**src/rtl/load_store_unit.sv**
```systemverilog
// Load/store unit between execute and a word-wide data memory.
// Sub-word stores use read-modify-write; loads are lane-extracted and extended.
module load_store_unit #(
    parameter int unsigned MEM_SIZE = 1024
) (
    input  logic        clk,
    input  logic        rst_n,
    input  logic        req_valid,
    output logic        req_ready,
    input  logic        req_we,
    input  logic [1:0]  req_size,
    input  logic        req_unsigned,
    input  logic [31:0] req_addr,
    input  logic [31:0] req_wdata,
    output logic        rsp_valid,
    output logic        rsp_err,
    output logic [31:0] rsp_rdata,
    output logic        mem_we,
    output logic [31:0] mem_addr,
    output logic [31:0] mem_wdata,
    input  logic [31:0] mem_rdata
);
    localparam int unsigned ADDR_W     = 32;
    localparam int unsigned HALF_W     = 16;
    localparam logic [ADDR_W-1:0] ADDR_LIMIT = ADDR_W'(MEM_SIZE * 4);
    localparam logic [1:0] SIZE_BYTE = 2'b00;
    localparam logic [1:0] SIZE_HALF = 2'b01;
    localparam logic [1:0] SIZE_WORD = 2'b10;

    typedef enum logic [1:0] {IDLE, ACCESS, WRITE, RESP} state_t;

    state_t              state, state_d;
    logic                req_ready_d, rsp_valid_d, rsp_err_d, mem_we_d;
    logic [31:0]         rsp_rdata_d, mem_addr_d, mem_wdata_d;
    logic                lat_we, lat_we_d, lat_unsigned, lat_unsigned_d;
    logic [1:0]          lat_size, lat_size_d, lat_lane, lat_lane_d;
    logic [HALF_W-1:0]   lat_wdata, lat_wdata_d;
    logic                req_err_c;
    logic [31:0]         shifted_c, load_c, merged_c;

    // Request legality, evaluated on the accept edge
    always_comb begin
        req_err_c = 1'b0;
        if (req_size == 2'b11)                                req_err_c = 1'b1;
        if (req_size == SIZE_HALF && req_addr[0] != 1'b0)     req_err_c = 1'b1;
        if (req_size == SIZE_WORD && req_addr[1:0] != 2'b00)  req_err_c = 1'b1;
        if (req_addr >= ADDR_LIMIT)                           req_err_c = 1'b1;
    end

    // Load lane extraction/extension and sub-word store merge
    always_comb begin
        shifted_c = mem_rdata >> {lat_lane, 3'b000};
        load_c    = mem_rdata;
        merged_c  = mem_rdata;
        case (lat_size)
            SIZE_BYTE: load_c = lat_unsigned ? {24'd0, shifted_c[7:0]}
                                             : {{24{shifted_c[7]}}, shifted_c[7:0]};
            SIZE_HALF: load_c = lat_unsigned ? {16'd0, shifted_c[15:0]}
                                             : {{16{shifted_c[15]}}, shifted_c[15:0]};
            default:   load_c = mem_rdata;
        endcase
        if (lat_size == SIZE_BYTE) begin
            case (lat_lane)
                2'd0:    merged_c = {mem_rdata[31:8], lat_wdata[7:0]};
                2'd1:    merged_c = {mem_rdata[31:16], lat_wdata[7:0], mem_rdata[7:0]};
                2'd2:    merged_c = {mem_rdata[31:24], lat_wdata[7:0], mem_rdata[15:0]};
                default: merged_c = {lat_wdata[7:0], mem_rdata[23:0]};
            endcase
        end else begin
            merged_c = lat_lane[1] ? {lat_wdata, mem_rdata[15:0]}
                                   : {mem_rdata[31:16], lat_wdata};
        end
    end

    // Next-state and next-output logic
    always_comb begin
        state_d        = state;
        req_ready_d    = req_ready;
        rsp_valid_d    = 1'b0;
        rsp_err_d      = rsp_err;
        rsp_rdata_d    = rsp_rdata;
        mem_we_d       = 1'b0;
        mem_addr_d     = mem_addr;
        mem_wdata_d    = mem_wdata;
        lat_we_d       = lat_we;
        lat_size_d     = lat_size;
        lat_unsigned_d = lat_unsigned;
        lat_lane_d     = lat_lane;
        lat_wdata_d    = lat_wdata;
        case (state)
            IDLE: begin
                if (req_valid && req_ready) begin
                    req_ready_d    = 1'b0;
                    lat_we_d       = req_we;
                    lat_size_d     = req_size;
                    lat_unsigned_d = req_unsigned;
                    lat_lane_d     = req_addr[1:0];
                    lat_wdata_d    = req_wdata[HALF_W-1:0];
                    if (req_err_c) begin
                        state_d     = RESP;
                        rsp_valid_d = 1'b1;
                        rsp_err_d   = 1'b1;
                        rsp_rdata_d = 32'd0;
                    end else begin
                        state_d    = ACCESS;
                        mem_addr_d = {req_addr[31:2], 2'b00};
                        if (req_we && req_size == SIZE_WORD) begin
                            mem_we_d    = 1'b1;
                            mem_wdata_d = req_wdata;
                        end
                    end
                end
            end
            ACCESS: begin
                if (lat_we && lat_size != SIZE_WORD) begin
                    state_d     = WRITE;
                    mem_we_d    = 1'b1;
                    mem_wdata_d = merged_c;
                end else begin
                    state_d     = RESP;
                    rsp_valid_d = 1'b1;
                    rsp_err_d   = 1'b0;
                    rsp_rdata_d = lat_we ? 32'd0 : load_c;
                end
            end
            WRITE: begin
                state_d     = RESP;
                rsp_valid_d = 1'b1;
                rsp_err_d   = 1'b0;
                rsp_rdata_d = 32'd0;
            end
            RESP: begin
                state_d     = IDLE;
                req_ready_d = 1'b1;
            end
            default: begin
                state_d     = IDLE;
                req_ready_d = 1'b1;
            end
        endcase
    end

    always_ff @(posedge clk) begin
        if (!rst_n) begin
            state        <= IDLE;
            req_ready    <= 1'b1;
            rsp_valid    <= 1'b0;
            rsp_err      <= 1'b0;
            rsp_rdata    <= 32'd0;
            mem_we       <= 1'b0;
            mem_addr     <= 32'd0;
            mem_wdata    <= 32'd0;
            lat_we       <= 1'b0;
            lat_size     <= 2'b00;
            lat_unsigned <= 1'b0;
            lat_lane     <= 2'b00;
            lat_wdata    <= '0;
        end else begin
            state        <= state_d;
            req_ready    <= req_ready_d;
            rsp_valid    <= rsp_valid_d;
            rsp_err      <= rsp_err_d;
            rsp_rdata    <= rsp_rdata_d;
            mem_we       <= mem_we_d;
            mem_addr     <= mem_addr_d;
            mem_wdata    <= mem_wdata_d;
            lat_we       <= lat_we_d;
            lat_size     <= lat_size_d;
            lat_unsigned <= lat_unsigned_d;
            lat_lane     <= lat_lane_d;
            lat_wdata    <= lat_wdata_d;
        end
    end
endmodule
```
**config.mk**
```make
export PLATFORM = sky130hd
export DESIGN_NAME = load_store_unit
export DESIGN_NICKNAME = d
export VERILOG_FILES = /design/src/rtl/load_store_unit.sv
export SDC_FILE = /design/constraint.sdc
export NUM_CORES = 1
export LEC_CHECK = 0
export ABC_AREA = 1
export CAP_MARGIN = 40
export CELL_PAD_IN_SITES_DETAIL_PLACEMENT = 0
export CELL_PAD_IN_SITES_GLOBAL_PLACEMENT = 1
export CORE_MARGIN = 10
export CORE_UTILIZATION = 36
export CTS_BUF_LIST = sky130_fd_sc_hd__clkbuf_8
export DETAILED_ROUTE_END_ITERATION = 16
export PLACE_DENSITY_LB_ADDON = 0.25
export SLEW_MARGIN = 20
export SYNTH_ARGS = -nofsm -noshare
export SYNTH_HDL_FRONTEND = slang
export SYNTH_SLANG_ARGS = --single-unit
```
**constraint.sdc**
```tcl
create_clock -name clk -period 4.4 [get_ports clk]
set_input_delay 0.88 -clock clk [delete_from_list [all_inputs] [get_ports clk]]
set_output_delay 0.88 -clock clk [all_outputs]
set_load 0.05 [all_outputs]
```
* Word level (Yosys, flattened, before mapping)
Cells that the tools add are included.
** Word-level totals
- Register bits after elaboration :: 122
- Logic and storage cells :: 88
- Input port bits :: 103
- Output and inout bits :: 100
** Operators by class
- Shifts and indexed selects :: 1
- Magnitude comparators :: 1
- Eq/ne operators :: 16
- Bitwise gates (word level) :: 1
- Reductions and logical operators :: 17
- Muxes and demuxes :: 39
** Operators by type and width (number)
- $mux W32 :: 12
- $pmux W32 S3 :: 2
- $pmux W32 S2 :: 2
- $ge A32 B13 Y1 const B :: 1
- $shr A32 B5 Y16 :: 1
- $mux W1 :: 16
- $ne A2 B2 Y1 const B :: 7
- $eq A2 B2 Y1 const B :: 5
- $eq A2 B1 Y1 const B :: 4
- $pmux W2 S4 :: 1
- $logic_not A2 Y1 :: 3
- $pmux W1 S3 :: 2
- $reduce_bool A2 Y1 :: 3
- $logic_and A1 B1 Y1 :: 5
- $reduce_and A5 Y1 :: 1
- $mux W2 :: 2
- $pmux W1 S2 :: 2
- $reduce_and A2 Y1 :: 2
- $reduce_and A4 Y1 :: 1
- $reduce_and A3 Y1 :: 1
- $reduce_bool A3 Y1 :: 1
- $not A1 Y1 :: 1

* Longest topological paths before layout
- Word-level depth :: 8
- Depth in mapped cells :: 12
- Depth with buffers taken out :: 11

* Worst setup path before layout
OpenSTA, ideal clock, no wires.
- Kind :: input -> register
- From :: in req_size[1]
- To :: reg rsp_rdata[18]
- Setup time :: 0.113 ns
- Arrival :: 1.910 ns
- Stages :: 11
- Slack :: 2.377 ns
- Required time :: 4.287 ns
- Cell sequence :: inv_1 > nor2_1 > nand2_1 > nand3_1 > nor2_4 > nand2_2 > nand3_2 > buf_6 > buf_6 > nor2_1 > nor2_1
** Between the ends
- Longest elaborated chain between the ends :: 7
** Ends and longest elaborated chain
- from (decl) :: RTL line 11 : input logic [1:0] req_size,
- $eq A2 B2 Y1 or $eq A2 B1 Y1 (tied branches) :: RTL line 44, 45
- $mux W1 or $logic_and A1 B1 Y1 (tied branches) :: RTL line 44, 45
- $mux W1 :: RTL line 45 : if (req_size == SIZE_HALF && req_addr[0] != 1'b0) req_err_c = 1'b1;
- $mux W1 * :: RTL line 46 : if (req_size == SIZE_WORD && req_addr[1:0] != 2'b00) req_err_c = 1'b1;
- $mux W1 * :: RTL line 47 : if (req_addr >= ADDR_LIMIT) req_err_c = 1'b1;
- $ne A2 B2 Y1 (no source line) *
- $reduce_and A4 Y1 (no source line) *
- to (signal assigned) :: RTL line 163 : rsp_rdata <= rsp_rdata_d;
- to (decl) :: RTL line 17 : output logic [31:0] rsp_rdata,
Every way passes the cells marked *; elsewhere a longest branch is shown, timed or not.
A chain may end at the register's enable or synchronous reset.

* Worst setup path in the final report
- From :: in req_size[0]
- To :: reg rsp_rdata[29]
Same word-level chain as after synthesis.

==> impl_metrics.ini <==
[clocking]
cts_buffers = 17
h-tree-depth = 4
post_cts_resized = 0
cts_tree = yes
clk_pin_slew_ns = 0.09
cts_root_buffer = clkbuf_8
clk-insertion-delay-late_ns = 0.46
cts_setup_buffers = 0
clk_path_buf_depth = 2
hold_buffers = 0
cts.sink_count = 122

[die]
dieArea_sq_um = 25400
core_sq_um = 19000
num_io_pins = 203
initial_core_util_pct = 37.0
die_h_um = 160
die_w_um = 160
num_rows = 50

[route]
wl_per_cell_um = 15.6
firstDrtPassIters = 6
drt_iter0_markers = 534
vias = 7481
route.antenna.remaining_nets = 0
routed_via_density = 4.77
drc = 0
wirelength_um = 24400

[global_route]
grt_max_degree = 70
grt_pass1_vias = 7043
gr-usage-all-layers_pct = 18.6
grt_pass1_wl_um = 38700
grt.overflow.total = 0
antenna_found_initial = 0

[timing]
rsz0062_at_grt = false
finalHoldViolCount = 0
final.setup.tns_ns = 0
finalCritPeriodShare_pct = 63.7
final-max-slew-violation-count = 0
setup_slack_ns = 1.60
skew_ns = 0.0118
period_minus_slack_ns = 2.80
tightestPinTransition_ns = 0.768
setup_viol = 0
max_freq_ghz = 0.357
slew_headroom_pct = 48.7

[layout]
nets = 1401
num_antenna_cells = 0
final_common_cell = nand2_1
fin_util_pct = 50.0
syn2layout_area_growth_pct = 35.2
multi_input_area_sq_um = 3570
drive_gt1_share_pct = 6.50
final_cell_mix = nand2_1, clkdlybuf4s50_1, nor2_1
regArea_sq_um = 2440
num-fill-cells = 2028

[synth]
synth_warnings = 0
synth_cell_type_count = 30
synth.cell_area_sq_um = 7010
yosys-top-cells-area = dfxtp_1, nand2_1, nor2_1
avgSynthCellArea_sq_um = 6.16
synth_top_area_share_pct = 34.9
syn_inst = 1137
ys_ff_latch = 122
yosysSeqAreaShare_pct = 34.9
yosys.area.top_type = dfxtp_1

[critical_path]
cp-start-kind = input port
cp.arrival_ns = 3.16
end_kind = flip-flop
path_class = input port to flip-flop
worst-endpoint-required_ns = 4.75
critPathMaxFanout = 32

[placed_design]
gp_congestion = 0.826
pre_cts_slack_ns = 1.06
dp_hpwl_um = 18100
io_buffer_count = 200

[run]
cap_viol_max_count = 0

[pwr]
vdd_drop_max_mv = 0.285
leakage_nw = 4.20
power_density_nw_per_um2 = 712

[worst_hold_path]
hold_class = flip-flop to flip-flop

[status]
outcome = complete, no violations
-- cells by family (layout without fill, tap and decap cells) --
family                     after synthesis  count (layout)  share of synthesized area, %
other                                    1               2                        0.0535
AOI/OAI and AO/OA                      217             217                          16.5
buffers and inverters                  238             407                          14.2
DFF                                    122             122                          34.9
and+or+nand+nor                        555             555                          33.6
adders and majority gates                4               4                         0.714
-- critical path, cell delays in order --
cell	delay (ns)
clkdlybuf4s50_1	0.50
nor2_1	0.07
nand2_1	0.06
nand3_1	0.13
nor2_4	0.37
nand2_2	0.21
nand3_2	0.46
buf_4	0.30
nand2_1	0.07
nand2_1	0.06
nor2_1	0.04
-- final timing paths --
path | slack (ns) | end | start | cells after the start
setup / recovery | 1.60 | rsp_rdata[29] | req_size[0] | 11
hold / removal | 0.46 | mem_addr[26] | mem_addr[26] | 2
setup reg to reg | 1.61 | mem_wdata[23] | state[1] | 9
hold reg to reg | 0.46 | mem_addr[26] | mem_addr[26] | 2
-- cell type report --
type	count	area share, %
Tap cell	260	3.43
Multi-Input combinational cell	778	37.7
Inverter	164	6.52
Timing Repair Buffer	211	22.3
Clock buffer	17	2.47
Clock inverter	15	1.77
Sequential cell	122	25.8
-- layer usage --
layer	track usage, %	part of all wire, %	wire length, um
met5	0	0	0
met4	3.83	1.1	277
met1	24.3	45	11100
met3	7.59	9.5	2320
met2	28.3	44	10700
-- flip-flops by register name (all words and copies together) (netlist names) --
| signal | flops |
|---|---|
| mem_addr | 30 |
| lat_lane | 2 |
| rsp_err | 1 |
| rsp_valid | 1 |
| state | 2 |
| mem_wdata | 32 |
| lat_we | 1 |
| rsp_rdata | 32 |
| lat_unsigned | 1 |
| req_ready | 1 |
| lat_wdata | 16 |
| mem_we | 1 |
| lat_size | 2 |
-- through the flow --
| stage | area [sq um] | power, mW | hold slack [ns] | instances |
|---|---|---|---|---|
| 2_1_floorplan | 7010 | 4.66 | 0.436 | 1138 |
| 3_3_place_gp | 9020 | 5.71 | 0.441 | 1532 |
| 3_5_place_dp | 9040 | 5.73 | 0.447 | 1533 |
| 4_1_cts | 9450 | 6.78 | 0.463 | 1565 |
| 5_1_grt | 9480 | 7.30 | 0.477 | 1567 |
| 6_report | 9480 | 6.75 | 0.460 | 1567 |
-- report_power, final --
group / leakage, nW / internal [mW] / switching, mW
Sequential: 0.997 / 1.45 / 0.218
Combinational: 3.00 / 1.29 / 2.76
Clock: 0.202 / 0.434 / 0.599
-- synthesized netlist by cell type --
library cell and number:
nor2_4 4, dfxtp_1 122, nor2_1 163, nand2_1 251
inv_2 7, a21oi_2 1, nand2_2 4, o21ai_0 106
nor2_2 3, o21a_1 1, inv_1 155, clkbuf_1 34
nand3_1 100, o21bai_1 7, a21oi_1 78, nand4_1 8
inv_4 1, nor3_1 1, buf_2 25, ha_1 4
clkinv_1 1, or2_2 16, buf_4 7, o21ai_1 5
o211ai_1 19, conb_1 1, nand3_2 4, buf_1 2
nand3_4 1, buf_6 6
(Power assumes the default switching activity.)
